===== src/rtl/bit_stream_packer_pkg.sv =====
// rtl/bit_stream_packer_pkg.sv - shared parameters, clog2 and FIFO entry layout for the bit packer
package packer_pkg;

  localparam int WIDTH_DEFAULT = 8;
  localparam int DEPTH_DEFAULT = 2;

  // Ceiling log2 for elaboration-time sizing; clog2(1) = 0.
  function automatic int clog2(input int value);
    int result;
    result = 0;
    for (int i = 0; i < 31; i++) begin
      if ((1 << i) < value) result = i + 1;
    end
    return result;
  endfunction

  // FIFO entry layout at the default width: parity sits above the data bits.
  // The top level declares the same {parity, bits} layout at its own WIDTH.
  typedef struct packed {
    logic                     parity;
    logic [WIDTH_DEFAULT-1:0] bits;
  } packer_entry_t;

endpackage


===== src/rtl/bit_stream_packer_if.sv =====
// rtl/bit_stream_packer_if.sv - serial-in / word-out handshake bundle of the bit packer
interface bit_stream_packer_if
  import packer_pkg::*;
#(
  parameter int WIDTH = WIDTH_DEFAULT
) ();

  logic                  in_valid;
  logic                  in_bit;
  logic                  in_ready;
  logic                  out_valid;
  logic                  out_ready;
  logic [WIDTH-1:0]      out_bits;
  logic                  out_parity;
  logic [clog2(WIDTH):0] bit_count;

  // Packer side: takes bits, offers words.
  modport master (
    input  in_valid, in_bit, out_ready,
    output in_ready, out_valid, out_bits, out_parity, bit_count
  );

  // Environment side: upstream bit source plus downstream word consumer.
  modport slave (
    output in_valid, in_bit, out_ready,
    input  in_ready, out_valid, out_bits, out_parity, bit_count
  );

endinterface


===== src/rtl/bit_stream_packer_fifo.sv =====
// rtl/bit_stream_packer_fifo.sv - small pointer-based FIFO holding completed words with parity
module packer_fifo
  import packer_pkg::*;
#(
  parameter int DATA_W = WIDTH_DEFAULT + 1,
  parameter int DEPTH  = DEPTH_DEFAULT
) (
  input  logic              clock,
  input  logic              reset,
  input  logic              flush,
  input  logic              push,
  input  logic [DATA_W-1:0] push_data,
  input  logic              pop,
  output logic [DATA_W-1:0] pop_data,
  output logic              full,
  output logic              empty
);

  localparam int AW = clog2(DEPTH);
  localparam int PW = AW + 1;

  logic [PW-1:0]     wr_ptr;
  logic [PW-1:0]     rd_ptr;
  logic [DATA_W-1:0] mem [DEPTH];
  logic              do_push;
  logic              do_pop;

  // The extra pointer MSB tells a full FIFO apart from an empty one.
  assign empty = (wr_ptr == rd_ptr);
  assign full  = (wr_ptr[AW] != rd_ptr[AW]) &&
                 (wr_ptr[AW-1:0] == rd_ptr[AW-1:0]);

  // Flush wins over both ports; a pop frees the slot a same-edge push uses.
  assign do_pop  = pop && !empty && !flush;
  assign do_push = push && (!full || do_pop) && !flush;

  assign pop_data = mem[rd_ptr[AW-1:0]];

  // Pointer registers, cleared by reset and flush.
  always_ff @(posedge clock or negedge reset) begin
    if (!reset) begin
      wr_ptr <= '0;
      rd_ptr <= '0;
    end else if (flush) begin
      wr_ptr <= '0;
      rd_ptr <= '0;
    end else begin
      if (do_push) wr_ptr <= wr_ptr + PW'(1);
      if (do_pop)  rd_ptr <= rd_ptr + PW'(1);
    end
  end

  // Entry storage; contents are meaningless until written, so no reset.
  always_ff @(posedge clock) begin
    if (do_push) mem[wr_ptr[AW-1:0]] <= push_data;
  end

endmodule


===== src/rtl/bit_stream_packer.sv =====
// rtl/bit_stream_packer.sv - packs an LSB-first serial bit stream into parity-tagged words
module bit_stream_packer
  import packer_pkg::*;
#(
  parameter int WIDTH = WIDTH_DEFAULT,
  parameter int DEPTH = DEPTH_DEFAULT
) (
  input  logic clock,
  input  logic reset,
  input  logic flush,
  bit_stream_packer_if.master bus
);

  localparam int CW = clog2(WIDTH) + 1;

  typedef struct packed {
    logic             parity;
    logic [WIDTH-1:0] bits;
  } entry_t;

  logic [WIDTH-1:0] shift;
  logic [WIDTH-1:0] shift_next;
  logic [CW-1:0]    bit_count;
  logic             last_bit;
  logic             accept;
  logic             push;
  logic             pop;
  logic             fifo_full;
  logic             fifo_empty;
  entry_t           push_entry;
  entry_t           head_entry;

  // Only the completing bit can stall, and only when no slot frees this cycle.
  // The out_ready -> in_ready path is combinational on purpose.
  assign last_bit     = (bit_count == CW'(WIDTH - 1));
  assign bus.in_ready = !last_bit || !fifo_full || bus.out_ready;
  assign accept       = bus.in_valid && bus.in_ready;
  assign push         = accept && last_bit && !flush;
  assign pop          = bus.out_valid && bus.out_ready && !flush;

  // Drop the incoming bit into its position, giving the word as it stands after this accept.
  always_comb begin
    shift_next = shift;
    for (int i = 0; i < WIDTH; i++) begin
      if (bit_count == CW'(i)) shift_next[i] = bus.in_bit;
    end
  end

  assign push_entry = '{parity: ^shift_next, bits: shift_next};

  // Partial word and fill level; bit_count wraps to 0 on the completing bit.
  always_ff @(posedge clock or negedge reset) begin
    if (!reset) begin
      shift     <= '0;
      bit_count <= '0;
    end else if (flush) begin
      shift     <= '0;
      bit_count <= '0;
    end else if (accept) begin
      if (last_bit) begin
        shift     <= '0;
        bit_count <= '0;
      end else begin
        shift     <= shift_next;
        bit_count <= bit_count + CW'(1);
      end
    end
  end

  packer_fifo #(
    .DATA_W (WIDTH + 1),
    .DEPTH  (DEPTH)
  ) u_fifo (
    .clock     (clock),
    .reset     (reset),
    .flush     (flush),
    .push      (push),
    .push_data (push_entry),
    .pop       (pop),
    .pop_data  (head_entry),
    .full      (fifo_full),
    .empty     (fifo_empty)
  );

  // Idle output reads as zero rather than whatever sits in stale storage.
  assign bus.out_valid  = !fifo_empty;
  assign bus.out_bits   = bus.out_valid ? head_entry.bits : '0;
  assign bus.out_parity = bus.out_valid & head_entry.parity;
  assign bus.bit_count  = bit_count;

endmodule


===== src/flat_wrapper.sv =====
// flat-port wrapper written by rule: the top's interface ports become plain ports
module bit_stream_packer_flat import packer_pkg::*;
#(
  parameter int WIDTH = WIDTH_DEFAULT,
  parameter int DEPTH = DEPTH_DEFAULT
)
  (clock, reset, flush, bus_in_valid, bus_in_bit, bus_out_ready, bus_in_ready, bus_out_valid, bus_out_bits, bus_out_parity, bus_bit_count);
  bit_stream_packer_if #(.WIDTH(WIDTH)) bus_i ();
  input  logic clock;
  input  logic reset;
  input  logic flush;
  input wire logic [$bits(bus_i.in_valid)-1:0] bus_in_valid;
  input wire logic [$bits(bus_i.in_bit)-1:0] bus_in_bit;
  input wire logic [$bits(bus_i.out_ready)-1:0] bus_out_ready;
  output wire logic [$bits(bus_i.in_ready)-1:0] bus_in_ready;
  output wire logic [$bits(bus_i.out_valid)-1:0] bus_out_valid;
  output wire logic [$bits(bus_i.out_bits)-1:0] bus_out_bits;
  output wire logic [$bits(bus_i.out_parity)-1:0] bus_out_parity;
  output wire logic [$bits(bus_i.bit_count)-1:0] bus_bit_count;
  assign bus_i.in_valid = bus_in_valid;
  assign bus_i.in_bit = bus_in_bit;
  assign bus_i.out_ready = bus_out_ready;
  assign bus_in_ready = bus_i.in_ready;
  assign bus_out_valid = bus_i.out_valid;
  assign bus_out_bits = bus_i.out_bits;
  assign bus_out_parity = bus_i.out_parity;
  assign bus_bit_count = bus_i.bit_count;
  bit_stream_packer #(.WIDTH(WIDTH), .DEPTH(DEPTH)) u_core (.clock(clock), .reset(reset), .flush(flush), .bus(bus_i));
endmodule

===== config.mk =====
export PLATFORM = sky130hd
export DESIGN_NAME = bit_stream_packer_flat
export DESIGN_NICKNAME = d
export VERILOG_FILES = /design/src/rtl/bit_stream_packer_pkg.sv /design/src/rtl/bit_stream_packer_if.sv /design/src/rtl/bit_stream_packer_fifo.sv /design/src/rtl/bit_stream_packer.sv /design/src/flat_wrapper.sv
export SDC_FILE = /design/constraint.sdc
export NUM_CORES = 1
export LEC_CHECK = 0
export CELL_PAD_IN_SITES_DETAIL_PLACEMENT = 1
export CELL_PAD_IN_SITES_GLOBAL_PLACEMENT = 1
export CORE_UTILIZATION = 30
export DETAILED_ROUTE_END_ITERATION = 10
export HOLD_SLACK_MARGIN = 0.06
export PLACE_DENSITY = 0.58
export RECOVER_POWER = 50
export SLEW_MARGIN = 5
export SYNTH_ARGS = -nofsm -noshare
export SYNTH_HDL_FRONTEND = slang
export SYNTH_SLANG_ARGS = --single-unit

===== constraint.sdc =====
create_clock -name clock -period 7 [get_ports clock]
set_input_delay 0.7 -clock clock [delete_from_list [all_inputs] [get_ports clock]]
set_output_delay 0.7 -clock clock [all_outputs]
set_load 0.02 [all_outputs]

# Word-level counts from Yosys, hierarchy flattened

Memory sizes are Yosys's and may differ from the RTL's.
Cells that the tools add are included.

Register bits: 16
RAM bits: 18
Input bits: 6
Output and inout bits: 15
Word-level logic and storage cells: 62
Memories kept: 1

Memory list:

| name              | words | width | rd ports | clocked after memory_dff | wr ports | RTL line                     | source |
|---|---|---|---|---|---|---|---|
| u_core.u_fifo.mem | 2     | 9     | 1        | 0                        | 1        | bit_stream_packer_fifo.sv:24 | `logic [DATA_W-1:0] mem [DEPTH];` |

Add/subtract/negate cells: 3
Equality and inequality tests: 10
Muxes and demuxes: 21
Bitwise operators: 1
Reductions and logical operators: 22

Operator list:

| cell                                                            | count |
|---|---|
| 8-bit two-way mux                                               | 4 |
| 4-bit by 3-bit == test with 1-bit output, second input constant | 4 |
| 4-bit two-way mux                                               | 3 |
| 1-bit logical AND                                               | 10 |
| 1-bit two-way mux                                               | 10 |
| 4-bit by 2-bit == test with 1-bit output, second input constant | 2 |
| 2-bit two-way mux                                               | 4 |
| 8-bit XOR reduction                                             | 1 |
| 2-bit nonzero test                                              | 3 |
| 2-bit by 1-bit adder with 2-bit output, second input constant   | 2 |
| 4-bit by 1-bit adder with 4-bit output, second input constant   | 1 |
| 4-bit by 1-bit == test with 1-bit output, second input constant | 1 |
| 1-bit logical NOT                                               | 4 |
| 4-bit logical NOT                                               | 1 |
| 1-bit logical OR                                                | 3 |
| 2-bit == test                                                   | 1 |
| 1-bit AND                                                       | 1 |
| 1-bit == test                                                   | 1 |
| 1-bit != test                                                   | 1 |

# Longest topological paths before layout

Gate-level depths: netlist of run 1.

Depth in word-level cells: 12
Gate-level depth with buffers: 8
Depth with buffers taken out: 7

# By module

Synthesis of run 1 repeated with hierarchy kept, for this count alone.

Cell total of the unflattened synthesis: 165
Area total of the unflattened synthesis: 1859.3 sq um

Modules (own cells, without submodules):

| module            | instances | cells each | area each (sq um) | sequential area each (sq um) |
|---|---|---|---|---|
| packer_fifo       | 1         | 68         | 962.2             | 640.6 |
| bit_stream_packer | 1         | 97         | 897.1             | 300.3 |

# Worst setup path after synthesis of run 1

Ideal clock, no wire load.

Path type: flip-flop to flip-flop
Start: register u_core.bit_count[0], in the netlist u_core.bus.bit_count[0]
End: memory u_core.u_fifo.mem[0][0] (netlist bit) (enable)
Setup time: 0.387 ns
Arrival time: 2.037 ns
Data required time: 6.613 ns
Path slack: 4.577 ns
Stages on the path, launching flop included: 6
Buffers on the path: 1
Clock period less this slack: 2.423 ns
Cell sequence: dfrtp_1 > ha_1 > nand3b_1 > or3b_1 > buf_2 > nor3_1

Word-level cells in the longest chain between the ends: 11

Ends and longest elaborated chain:

| what                                       | RTL line                     | source |
|---|---|---|
| start, declared                            | bit_stream_packer.sv:23      | `logic [CW-1:0] bit_count;` |
| start signal, assigned                     | bit_stream_packer.sv:65      | `bit_count <= bit_count + CW'(1);` |
| 4-bit by 3-bit == test with 1-bit output * | bit_stream_packer.sv:35      | `assign last_bit = (bit_count == CW'(WIDTH - 1));` |
| 1-bit logical NOT                          | bit_stream_packer.sv:36      | `assign bus.in_ready = !last_bit \|\| !fifo_full \|\| bus.out_ready;` |
| 1-bit logical OR (2 in a row)              | bit_stream_packer.sv:36      |  |
| 1-bit logical AND                          | bit_stream_packer.sv:37      | `assign accept = bus.in_valid && bus.in_ready;` |
| 1-bit logical AND * (2 in a row)           | bit_stream_packer.sv:38      | `assign push = accept && last_bit && !flush;` |
| 1-bit logical AND * (2 in a row)           | bit_stream_packer_fifo.sv:35 | `assign do_push = push && (!full \|\| do_pop) && !flush;` |
| 1-bit two-way mux *                        | bit_stream_packer_fifo.sv:55 | `if (do_push) mem[wr_ptr[AW-1:0]] <= push_data;` |
| 1-bit two-way mux (not written as such) *  | bit_stream_packer_fifo.sv:55 |  |
| end, declared                              | bit_stream_packer_fifo.sv:24 |  |

Every way passes the cells marked *; elsewhere a longest branch is shown, timed or not.

# Final worst setup path of run 1

Start: register u_core.u_fifo.rd_ptr[0]
End: output port bus_in_ready

Word-level cells in the longest chain between the ends: 5

Ends and longest elaborated chain:

| what                          | RTL line                     | source |
|---|---|---|
| start, declared               | bit_stream_packer_fifo.sv:23 | `logic [PW-1:0] rd_ptr;` |
| start signal, assigned        | bit_stream_packer_fifo.sv:49 | `if (do_pop) rd_ptr <= rd_ptr + PW'(1);` |
| 1-bit == test                 | bit_stream_packer_fifo.sv:31 | `(wr_ptr[AW-1:0] == rd_ptr[AW-1:0]);` |
| 1-bit logical AND             | bit_stream_packer_fifo.sv:30 | `assign full = (wr_ptr[AW] != rd_ptr[AW]) &&` |
| 1-bit logical NOT             | bit_stream_packer.sv:36      |  |
| 1-bit logical OR (2 in a row) | bit_stream_packer.sv:36      |  |
| end, declared                 | flat_wrapper.sv:15           | `output wire logic [$bits(bus_i.in_ready)-1:0] bus_in_ready;` |

No other way between the ends.

==> results.json, run 1 <==
{
  "status": "complete, no violations",
  "drive_gt1_share_pct": 6.02,
  "syn_nets": 157,
  "netlist_area_mm2": 0.00169,
  "area_delta_synth_final_pct": 23.0,
  "final_hold_viol_count": 0,
  "fin_crit_sh_pct": 45.6,
  "via_per_inst": 4.69,
  "cts_tree": "built",
  "n_antenna_cell": 0,
  "grt_util_all_layers_pct": 13.5,
  "ctsResizeCount": 0,
  "wl_per_cell_um": 15.0,
  "drv_cap": 0,
  "post-cts-setup-buffer-count": 0,
  "dp_cells": 228,
  "ant_nets": 0,
  "period_minus_slack_ps": 3190,
  "crit_type": "reg2out",
  "final_cell_area_mm2": 0.00208,
  "die_area_mm2": 0.00593,
  "synth-seq-area-share_pct": 55.7,
  "first_iter_violations": 32,
  "die_w_um": 77.0,
  "dp_hpwl_mm": 2.60,
  "clock_skew_ps": 2.05,
  "dpl_cell_area_mm2": 0.00193,
  "htree_levels": 2,
  "cts.path.max_buffers": 2,
  "core-area_mm2": 0.00527,
  "drt_first_pass_iters": 4,
  "cts_sinks": 34,
  "synth_cell_types": 28,
  "final_max_slew_viol_count": 0,
  "gp_congestion": 0.662,
  "port_buffers": 20,
  "rsz0062_at_grt": "false",
  "cp_max_fo": 13,
  "antenna_found_initial": 0,
  "slew_headroom_pct": 16.2,
  "tns_ps": 0,
  "fin_cells": 236,
  "cts_made_buffers": 5,
  "initial_core_util_pct": 32.1,
  "vias": 1106,
  "fp.dieH_um": 77.0,
  "ys_seq_elements": 34,
  "clock.fmax_ghz": 0.313,
  "drc": 0,
  "avgSynthCellArea_um2": 11.5,
  "power_uw": 463,
  "pin_count": 21,
  "p_leak_uw": 0.000839,
  "grt.overflow.total": 0,
  "grt_pass1_vias": 1215,
  "clk_latency_ps": 290,
  "hold_path_class": "reg2reg",
  "finalWirelength_mm": 3.54,
  "ys_warn_count": 0,
  "powerDensity_mw_per_mm2": 223,
  "crit_required_ps": 6300,
  "root_buffer": "clkbuf_8",
  "clkSlewWorstSetupHoldPaths_ps": 70,
  "crit_arrival_ps": 2490,
  "synthCells": 147,
  "endpoint_kind": "output pin",
  "finalSetupViolCount": 0,
  "num_rows": 26,
  "ir_worst_vdd_uv": 98.2,
  "grt_max_degree": 17,
  "crit_path_start_kind": "register",
  "worst_pin_slew_ps": 1250,
  "ctsHoldBuffers": 0,
  "fin_nets": 175,
  "grt_pass1_wl_mm": 6.09
}
-- Yosys cell counts --
library cell | count | area share (%)
a31oi_1 | 1 | 0.37
and2_1 | 1 | 0.37
nand3_1 | 2 | 0.59
clkbuf_1 | 4 | 0.89
or3b_1 | 1 | 0.52
or4_1 | 1 | 0.44
xor2_1 | 4 | 2.1
buf_4 | 1 | 0.44
edfxtp_1 | 18 | 32
a21oi_1 | 3 | 0.89
nor3b_1 | 4 | 1.8
nand2_1 | 10 | 2.2
inv_1 | 11 | 2.4
or3_1 | 2 | 0.74
xnor3_1 | 1 | 1.3
nor3_1 | 3 | 0.89
mux2i_1 | 16 | 9.5
xnor2_1 | 8 | 4.1
ha_1 | 4 | 3.0
nand3b_1 | 5 | 2.2
buf_2 | 4 | 1.2
mux2_2 | 1 | 0.67
and3b_1 | 1 | 0.52
nand4_1 | 1 | 0.37
o21ai_0 | 9 | 2.7
nor2_1 | 14 | 3.1
dfrtp_1 | 16 | 24
a21oi_4 | 1 | 0.96
-- area by class of cell --
cell class,instances,area [um^2]
clock buffer,5,68.8
clock inverter,3,68.8
fill,584,3190
inverter,11,41.3
multi-input combinational,93,669
sequential,34,941
tap,70,87.6
timing repair buffer,20,200
-- logic make-up after synthesis --
family	share of synthesized area (%)
AOI/OAI and AO/OA	4.89
xor gates and xnor gates	7.56
adders and majority gates	2.96
buffers and inverters	4.96
DFF	55.7
muxes	10.1
and+or+nand+nor	13.8
-- cells in the final DEF (no fill, tap or decap), drive strengths merged --
| cell type | instances |
|---|---|
| a21oi | 4 |
| a31oi | 1 |
| and2 | 1 |
| and3b | 1 |
| bufinv | 2 |
| clkbuf | 5 |
| clkdlybuf4s50 | 15 |
| clkinv | 1 |
| dfrtp | 16 |
| dlygate4sd3 | 5 |
| edfxtp | 18 |
| ha | 4 |
| inv | 11 |
| mux2 | 1 |
| mux2i | 16 |
| nand2 | 10 |
| nand3 | 2 |
| nand3b | 5 |
| nand4 | 1 |
| nor2 | 14 |
| nor3 | 3 |
| nor3b | 4 |
| o21ai | 9 |
| or3 | 2 |
| or3b | 1 |
| or4 | 1 |
| xnor2 | 8 |
| xnor3 | 1 |
| xor2 | 4 |
-- power by group --
group / internal [uW] / switching (uW) / total, uW
Clock: 143 / 75.7 / 218
Combinational: 12.5 / 17.0 / 29.5
Sequential: 213 / 2.23 / 215
Total: 368 / 94.9 / 463
-- metrics by stage --
step / util [%] / setup WS (ps) / hold slack, ps
finish: 39.4 / 3810 / 486
global route: 39.4 / 3630 / 526
global placement: 36.7 / 3850 / 462
CTS: 39.3 / 3800 / 497
floorplan: - / 4580 / 404
detailed placement: 36.7 / 3660 / 479
-- path summary, 6_finish.rpt --
check / from / to / slack [ps] / depth (start not counted)
max: u_core.u_fifo.rd_ptr[0]$_DFFE_PN0P_ / bus_in_ready / 3810 / 3
min: u_core.shift[4]$_DFFE_PN0P_ / u_core.shift[4]$_DFFE_PN0P_ / 490 / 2
max reg2reg: u_core.u_fifo.rd_ptr[0]$_DFFE_PN0P_ / u_core.u_fifo.mem[1][2]$_DFFE_PP_ / 4060 / 4
min reg2reg: u_core.shift[4]$_DFFE_PN0P_ / u_core.shift[4]$_DFFE_PN0P_ / 490 / 2
max in group asynchronous: reset / u_core.shift[6]$_DFFE_PN0P_ / 5560 / 1
min in group asynchronous: reset / u_core.bus.bit_count[1]$_DFFE_PN0P_ / 940 / 1
-- critical path, cell delays in order, from the launching register on --
cell	delay, ps
dfrtp_1	770
xor2_1	190
or4_1	650
clkdlybuf4s50_1	600
-- flip-flops by register name, summed over array words and instances, names as in the netlist --
register,count
u_core.u_fifo.rd_ptr,2
u_core.shift,8
u_core.bus.bit_count,4
u_core.u_fifo.mem,18
u_core.u_fifo.wr_ptr,2
-- layer usage --
layer	part of all wire, %	vias up	wire length (um)	track usage [%]
met4	2.0	0	72	6.23
met3	2.8	6	100	3.10
met5	0	-	0	0
li1	-	534	-	-
met1	48	547	1690	16.6
met2	47	19	1670	22.5
Note: power is estimated with default switching activity, not from simulation.
==> run 2, diff against run 1 <==
- PLACE_DENSITY: 0.58 -> 0.6
- clock period: 7 -> 2.71 ns (I/O delays scaled with it)
==> run 2 against run 1 <==
Compared with the run above: clock power increased by 110%; final cell count is 1.3% higher; count of clock-buffer cells in the layout rose by 2; hold slack better by 5.7 ps; critical endpoint unchanged.
==> results.json, run 2 (same netlist as run 1, synthesis figures left out) <==
{
  "crit_type": "reg2out",
  "clkSlewWorstSetupHoldPaths_ps": 70,
  "endpoint_kind": "output pin",
  "vias": 1078,
  "critPathLaunch": "u_core.bus.bit_count[0]$_DFFE_PN0P_",
  "r2r-start": "u_core.bus.bit_count[1]$_DFFE_PN0P_",
  "grt_max_degree": 17,
  "htree_levels": 2,
  "p_leak_uw": 0.000843,
  "final_common_cell": "edfxtp_1",
  "grt_pass1_wl_mm": 5.99,
  "largest_register_ffs": 18,
  "ir_worst_vdd_uv": 204,
  "p_comb_share_pct": 7.0,
  "crit_required_ps": 2440,
  "drc": 0,
  "cts_sinks": 34,
  "fp.dieH_um": 77.0,
  "gp_congestion": 0.742,
  "path_cells": "ha_1 > nand3b_1 > or4_1 > clkdlybuf4s50_1",
  "p_int_uw": 858,
  "die_w_um": 77.0,
  "slowest_stage": "clkdlybuf4s50_1",
  "cts_tree": "built",
  "clock.fmax_ghz": 0.386,
  "dp_hpwl_mm": 2.66,
  "ctsResizeCount": 0,
  "area_delta_synth_final_pct": 22.1,
  "drv_cap": 0,
  "finish.utilization_pct": 39.2,
  "slew_headroom_pct": 48.1,
  "die_area_mm2": 0.00593,
  "root_buffer": "clkbuf_8",
  "fin_crit_sh_pct": 95.6,
  "period_minus_slack_ps": 2590,
  "crit_arrival_ps": 2320,
  "clk_latency_ps": 280,
  "num_rows": 26,
  "hold_path_class": "reg2reg",
  "initial_core_util_pct": 32.1,
  "via_per_inst": 4.51,
  "final_cell_mix": "edfxtp_1, mux2i_1, dfrtp_1, nor2_1, clkdlybuf4s50_1",
  "core-area_mm2": 0.00527,
  "drive_gt1_share_pct": 5.92,
  "grt.overflow.total": 0,
  "cp_max_fo": 7,
  "max_stage_delay_ps": 600,
  "worst_pin_slew_ps": 777,
  "port_buffers": 20,
  "critPathTopFamily": "simple AND/OR/NAND/NOR gates",
  "post-cts-setup-buffer-count": 0,
  "layout_setup_ws_ps": 118,
  "power.share.clock_pct": 41.5,
  "status": "complete, no violations",
  "wl_per_cell_um": 14.8,
  "n_antenna_cell": 0,
  "post-place-ws_ps": 409,
  "swShare_pct": 20.7,
  "ant_nets": 0,
  "grt_util_all_layers_pct": 13.3,
  "finalWirelength_mm": 3.53,
  "grt_pass1_vias": 1187,
  "final_hold_viol_count": 0,
  "power_uw": 1080,
  "powerDensity_mw_per_mm2": 524,
  "crit_path_start_kind": "register",
  "cts_made_buffers": 5,
  "pin_count": 21,
  "final_max_slew_viol_count": 0,
  "fin_nets": 178,
  "antenna_found_initial": 0,
  "drt_first_pass_iters": 3,
  "ctsHoldBuffers": 0,
  "clock_skew_ps": 2.98,
  "tns_ps": 0,
  "seqPwrFrac_pct": 51.4,
  "cp_num_buf_inv": 1,
  "rsz0062_at_grt": "false",
  "cts.path.max_buffers": 2,
  "first_iter_violations": 33,
  "min_from": "u_core.shift[2]$_DFFE_PN0P_",
  "finalSetupViolCount": 0,
  "power_switching_uw": 223,
  "holdWs_ps": 491
}
run 2: changes by cell type in the layout (fill, tap and decap cells not counted):
| cell | before | now |
|---|---|---|
| and2_0 | 1 | 0 |
| and2_1 | 0 | 1 |
| buf_4 | 0 | 3 |
| bufinv_16 | 2 | 1 |
| clkbuf_1 | 0 | 2 |
| clkdlybuf4s50_1 | 15 | 14 |
| clkinv_4 | 1 | 0 |
| dlygate4sd3_1 | 5 | 6 |
| nor3_1 | 2 | 3 |
| nor3_2 | 1 | 0 |
run 2: through the flow:
step / cells / cell area (um^2)
3_3_place_gp: 231 / 1960
6_report: 239 / 2060
4_1_cts: 239 / 2060
2_1_floorplan: 147 / 1690
5_1_grt: 239 / 2060
3_5_place_dp: 231 / 1960
run 2: worst paths after layout:
path / to / depth (start not counted) / slack [ps]
worst max-delay path: bus_in_ready / 4 / 120
max in group asynchronous: u_core.bus.bit_count[1]$_DFFE_PN0P_ / 1 / 1710
worst min register to register: u_core.shift[2]$_DFFE_PN0P_ / 2 / 490
worst min-delay path: u_core.shift[2]$_DFFE_PN0P_ / 2 / 490
worst max register to register: u_core.u_fifo.mem[0][8]$_DFFE_PP_ / 7 / 460
min in group asynchronous: u_core.shift[7]$_DFFE_PN0P_ / 1 / 510
run 2: layout make-up:
cell class                      count  area [um^2]
Tap cell                           70         87.6
Multi-Input combinational cell     93          664
Clock buffer                        7         76.3
Clock inverter                      1         30.0
Sequential cell                    34          941
Timing Repair Buffer               23          223
Inverter                           11         41.3
Fill cell                         588         3210
run 2: power groups by stage:
stage                     registers, uW  clock network [uW]  logic [uW]
after floorplan                     568                   0        43.3
after global placement              566                   0        75.5
after detailed placement            567                   0        79.1
after CTS                           557                 464        79.7
after global routing                557                 486        84.8
final                               557                 449        75.9
run 2: layer usage:
layer  global-route usage (%)  share of wire [%]  vias to the layer above
li1                         -                  -                      539
met1                     17.3                 48                      522
met2                     21.2                 49                       15
met3                     3.81                2.5                        2
met4                     4.53               0.65                        0
met5                        0                  0                        -
run 2: worst register-to-register path, delay by kind of cell (launching register included):
kind                     cells  cell delay (ps)
XOR/XNOR                     3              580
flip-flops                   1              430
multiplexers                 1              350
AND/OR/NAND/NOR              1              340
adder cells (fa/ha/maj)      1              170
buffers and inverters        1              120
